`config.mk`:
```
export PLATFORM = sky130hd
export DESIGN_NAME = exc_info_pipe
export DESIGN_NICKNAME = d
export VERILOG_FILES = /design/src/rtl/exc_pkg.sv /design/src/rtl/exc_pipe_stage.sv /design/src/rtl/exc_info_pipe.sv
export SDC_FILE = /design/constraint.sdc
export NUM_CORES = 1
export LEC_CHECK = 0
export ABC_AREA = 1
export CAP_MARGIN = 25
export CORE_UTILIZATION = 35
export CTS_CLUSTER_DIAMETER = 80
export DETAILED_ROUTE_END_ITERATION = 10
export GPL_TIMING_DRIVEN = 0
export PLACE_DENSITY_LB_ADDON = 0.12
export SLEW_MARGIN = 15
export SYNTH_ARGS = -nofsm -noshare
export SYNTH_HDL_FRONTEND = slang
export SYNTH_SLANG_ARGS = --single-unit
```
`constraint.sdc`:
```
create_clock -name clk -period 1.2 [get_ports clk]
set_clock_uncertainty 0.15 [all_clocks]
set_input_delay 0.24 -clock clk [delete_from_list [all_inputs] [get_ports clk]]
set_output_delay 0.24 -clock clk [all_outputs]
set_load 0.02 [all_outputs]
```
`src/rtl/exc_pkg.sv`:
```
// Shared definitions for the precise-exception pipeline: code width, MIPS ExcCode values
// and the default PCs used on reset and on exception entry.
package exc_pkg;

  localparam int EXC_W = 5;

  localparam logic [EXC_W-1:0] EXC_INT  = 5'd0;
  localparam logic [EXC_W-1:0] EXC_ADEL = 5'd4;
  localparam logic [EXC_W-1:0] EXC_ADES = 5'd5;
  localparam logic [EXC_W-1:0] EXC_RI   = 5'd10;
  localparam logic [EXC_W-1:0] EXC_OV   = 5'd12;

  localparam logic [31:0] DEF_RESET_PC = 32'h0000_3000;
  localparam logic [31:0] DEF_FLUSH_PC = 32'h0000_4180;

endpackage

```
`src/rtl/exc_pipe_stage.sv`:
```
// One pipeline boundary register for PC, BD flag, valid bit and the first exception code.
// Priority: reset > flush > stall (!en) > bubble > normal load.
module exc_pipe_stage #(
  parameter int              PC_W     = 32,
  parameter int              EXC_W    = 5,
  parameter logic [PC_W-1:0] RESET_PC = '0,
  parameter logic [PC_W-1:0] FLUSH_PC = '0
) (
  input  logic             clk,
  input  logic             reset,
  input  logic             flush,
  input  logic             en,
  input  logic             bubble,
  input  logic [PC_W-1:0]  src_pc,
  input  logic             src_bd,
  input  logic             src_valid,
  input  logic             src_exc_vld,
  input  logic [EXC_W-1:0] src_exc_code,
  input  logic             inj_vld,
  input  logic [EXC_W-1:0] inj_code,
  output logic [PC_W-1:0]  pc,
  output logic             bd,
  output logic             valid,
  output logic             exc_vld,
  output logic [EXC_W-1:0] exc_code
);

  always_ff @(posedge clk) begin
    if (reset) begin
      pc       <= RESET_PC;
      bd       <= 1'b0;
      valid    <= 1'b0;
      exc_vld  <= 1'b0;
      exc_code <= '0;
    end else if (flush) begin
      pc       <= FLUSH_PC;
      bd       <= 1'b0;
      valid    <= 1'b0;
      exc_vld  <= 1'b0;
      exc_code <= '0;
    end else if (en) begin
      // PC/BD always follow the source so an interrupt taken on a bubble reports the right EPC.
      pc <= src_pc;
      bd <= src_bd;
      if (bubble) begin
        valid   <= 1'b0;
        exc_vld <= 1'b0;
      end else begin
        valid    <= src_valid;
        exc_vld  <= src_exc_vld | (inj_vld & src_valid);
        exc_code <= src_exc_vld ? src_exc_code : (inj_vld ? inj_code : '0);
      end
    end
  end

endmodule

```
`src/rtl/exc_info_pipe.sv`:
```
// Chain of exc_pipe_stage registers carrying precise-exception state from decode to writeback.
// Stage 0 takes the pipeline inputs; stage i>0 takes the registered outputs of stage i-1.
module exc_info_pipe #(
  parameter int              NUM_STAGES = 3,
  parameter int              PC_W       = 32,
  parameter int              EXC_W      = exc_pkg::EXC_W,
  parameter logic [PC_W-1:0] RESET_PC   = PC_W'(exc_pkg::DEF_RESET_PC),
  parameter logic [PC_W-1:0] FLUSH_PC   = PC_W'(exc_pkg::DEF_FLUSH_PC)
) (
  input  logic                        clk,
  input  logic                        reset,
  input  logic                        flush,
  input  logic [NUM_STAGES-1:0]       en,
  input  logic [NUM_STAGES-1:0]       bubble,
  input  logic [PC_W-1:0]             pc_in,
  input  logic                        bd_in,
  input  logic                        valid_in,
  input  logic [NUM_STAGES-1:0]       inj_vld,
  input  logic [NUM_STAGES*EXC_W-1:0] inj_code,
  output logic [NUM_STAGES*PC_W-1:0]  pc_out,
  output logic [NUM_STAGES-1:0]       bd_out,
  output logic [NUM_STAGES-1:0]       valid_out,
  output logic [NUM_STAGES-1:0]       exc_vld,
  output logic [NUM_STAGES*EXC_W-1:0] exc_code
);

  for (genvar i = 0; i < NUM_STAGES; i++) begin : g_stage
    logic [PC_W-1:0]  s_pc;
    logic             s_bd;
    logic             s_valid;
    logic             s_exc_vld;
    logic [EXC_W-1:0] s_exc_code;

    if (i == 0) begin : g_src_in
      // New instructions enter with no exception; detection happens via inj_vld[0].
      assign s_pc       = pc_in;
      assign s_bd       = bd_in;
      assign s_valid    = valid_in;
      assign s_exc_vld  = 1'b0;
      assign s_exc_code = '0;
    end else begin : g_src_prev
      assign s_pc       = pc_out[(i-1)*PC_W +: PC_W];
      assign s_bd       = bd_out[i-1];
      assign s_valid    = valid_out[i-1];
      assign s_exc_vld  = exc_vld[i-1];
      assign s_exc_code = exc_code[(i-1)*EXC_W +: EXC_W];
    end

    exc_pipe_stage #(
      .PC_W     (PC_W),
      .EXC_W    (EXC_W),
      .RESET_PC (RESET_PC),
      .FLUSH_PC (FLUSH_PC)
    ) u_stage (
      .clk          (clk),
      .reset        (reset),
      .flush        (flush),
      .en           (en[i]),
      .bubble       (bubble[i]),
      .src_pc       (s_pc),
      .src_bd       (s_bd),
      .src_valid    (s_valid),
      .src_exc_vld  (s_exc_vld),
      .src_exc_code (s_exc_code),
      .inj_vld      (inj_vld[i]),
      .inj_code     (inj_code[i*EXC_W +: EXC_W]),
      .pc           (pc_out[i*PC_W +: PC_W]),
      .bd           (bd_out[i]),
      .valid        (valid_out[i]),
      .exc_vld      (exc_vld[i]),
      .exc_code     (exc_code[i*EXC_W +: EXC_W])
    );
  end

endmodule
```
==> reports/metrics.cfg, run 1 <==
[status]
status=complete, but fails checks
violations=setup timing

[routing]
antenna_left=0
firstDrtPassIters=4
drc=0
top_layer=met4
vias=5036
drt_iter0_drc=254
vias_per_cell=4.62
postRouteWirelength_mm=15.7
wl_met3_um=851
wire_per_inst_um=14.4
wl_met1_mm=6.72
wl_met2_mm=7.64

[critical_path]
path_buf_inv=1
endpoint_kind=output pin
startpoint_type=register
cpPeakStageDelay_ns=0.36
crit_fanout=2
cp.required_ns=0.81
critPathTopFamily=flip-flops
crit_chain=buf_6
path_class=reg2out
cpMaxStageDelayCell=dfxtp_2
cp.arrival_ns=0.89

[floorplan]
die_h_um=118
fp.dieW_um=118
design.core.area_sq_um=13200
placementRows=42
die_area_sq_um=14000
ios=181
start_util_pct=35.8

[pwr]
power.density_nw_per_um2=1230
p_leak_nw=3.61
ir_drop_v=0.000832

[global_route]
grt_pass1_vias=4941
grt_max_degree=17
antenna_found_initial=0
overflow=0
grt_usage_pct=22.5
grt_first_pass_wirelength_mm=24.5

[sta]
layout_min_cycle_time_ns=1.28
rsz0062_at_grt=yes
finalHoldViolCount=0
setup_viol=120
worst_pin_slew_ns=0.483
slew_violations=0
fin_ws_ns=-0.0839
fin_crit_sh_pct=107
hold_ws_ns=0.0937
max_slew_margin_pct=67.8
max_freq_ghz=0.779

[synth]
synth_cell_type_count=17
yosys_warnings=0
syn-cell-area_sq_um=4720
yosysSeqAreaShare_pct=50.9
syn_nets=658
ys_ff_latch=120
synthCells=597
syn_area_per_cell_sq_um=7.91

[placement]
routabilityCongestion=0.796
port_buffers=178
placed_cells=951
post-dp-hpwl_mm=10.4

[hold_path]
holdCritPathClass=in2reg

[cells_and_area]
most-common-layout-cells=216 x nand2_1, 127 x buf_6, 120 x buf_4, 120 x dfxtp_2, 60 x a21oi_2
layout_commonest_cell=nand2_1
stdcell_count=1089
area_delta_synth_final_pct=80.0
diodes=0
drive_gt1_share_pct=53.6
nets=962

[run]
max_cap_violations=0

[clocking]
clk_latency_ns=0.42
h-tree-depth=4
cts_tree=built
cts_buffer_depth=2
clk_pin_slew_ns=0.05
numCtsBuffers=17
cts_sinks=120
ctsRootBufferMaster=clkbuf_16
cts_hold_buf=0

## final timing paths
path,slack [ns],from,cells after the start,to
setup / recovery,-0.08,g_stage[0].u_stage.pc[6],1,pc_out[6]
hold / removal,0.09,en[0],4,g_stage[0].u_stage.pc[12]
setup reg to reg,0.09,g_stage[0].u_stage.exc_code[0],6,g_stage[1].u_stage.exc_code[0]
hold reg to reg,0.32,g_stage[2].u_stage.pc[31],2,g_stage[2].u_stage.pc[31]
## layout make-up
type                    count  area (sq um)
multi-input cells         414          2000
flip-flops and latches    120          2550
well taps                 176           220
inverters                  20          77.6
clock buffers              22           474
repair buffers            294          2800
plain buffers              34           251
fillers                  1096          4690
clock inverters             9           123
## cells in the mapped netlist
cell type    n  area [sq um]
a21oi_1     38           190
a21oi_2     59           517
buf_1        1          3.75
buf_2       22           110
buf_4        9          67.6
buf_6        8          90.1
clkbuf_1     3          11.3
dfxtp_1    120          2400
inv_1       17          63.8
inv_2        3          11.3
nand2_1    218           818
nand3_1     20           100
nand4_1      8          50.1
nor2_1      56           210
nor2_2       2          12.5
nor3_1       2          10.0
o21ai_0     11          55.1
## through the flow
step | worst slack [ns] | cell area (sq um) | TNS [ns] | util [%] | power, W
floorplan | 0.105 | 4720 | 0 | - | 0.00470
global placement | -0.580 | 6730 | -77.12 | 51.0 | 0.00520
detailed placement | -0.637 | 6730 | -80.71 | 51.0 | 0.00522
CTS | -0.0935 | 8220 | -7.57 | 62.3 | 0.0105
global route | -0.109 | 8500 | -9.32 | 64.4 | 0.0108
finish | -0.0839 | 8500 | -6.32 | 64.4 | 0.0105
## sequential cells by signal, summed over array words and instances, names as in the netlist
| register | cells |
|---|---|
| g_stage.u_stage.exc_vld | 3 |
| g_stage.u_stage.exc_code | 15 |
| g_stage.u_stage.valid | 3 |
| g_stage.u_stage.pc | 96 |
| g_stage.u_stage.bd | 3 |
## repair_timing
action,4_1_cts,5_1_grt
endpoints found under the setup margin,226,170
endpoints found under the hold margin,0,0
cloned,0,0
buffers inserted,84,32
resized for setup,855,15
pin swaps,1,3
## cells by family after synthesis
family	synth area share, %
AND/OR/NAND/NOR	25.4
flip-flops	50.9
AO/OA/AOI/OAI	16.1
buffers and inverters	7.58
## report_power, final
part | switching [W] | internal (W)
logic | 0.000597 | 0.000580
clock network | 0.00173 | 0.00339
registers | 0.0000687 | 0.00410
## metal layers
| layer | track usage [%] | up-vias |
|---|---|---|
| met4 | 11.1 | 0 |
| met1 | 26.7 | 2329 |
| li1 | - | 2518 |
| met5 | 0 | - |
| met2 | 37.8 | 154 |
| met3 | 5.79 | 35 |
Power figures use the tool's default switching activity.
==> run 2: changes to the inputs <==
--- a/config.mk
+++ b/config.mk
@@ -6,10 +6,11 @@
 export NUM_CORES = 1
 export LEC_CHECK = 0
 export ABC_AREA = 1
-export CAP_MARGIN = 25
+export CAP_MARGIN = 40
 export CORE_UTILIZATION = 35
 export CTS_CLUSTER_DIAMETER = 80
 export DETAILED_ROUTE_END_ITERATION = 10
+export GPL_ROUTABILITY_DRIVEN = 0
 export GPL_TIMING_DRIVEN = 0
 export PLACE_DENSITY_LB_ADDON = 0.12
 export SLEW_MARGIN = 15
==> results of run 2 <==
No change in the layout: final DEF, timing and power equal those of run 1.
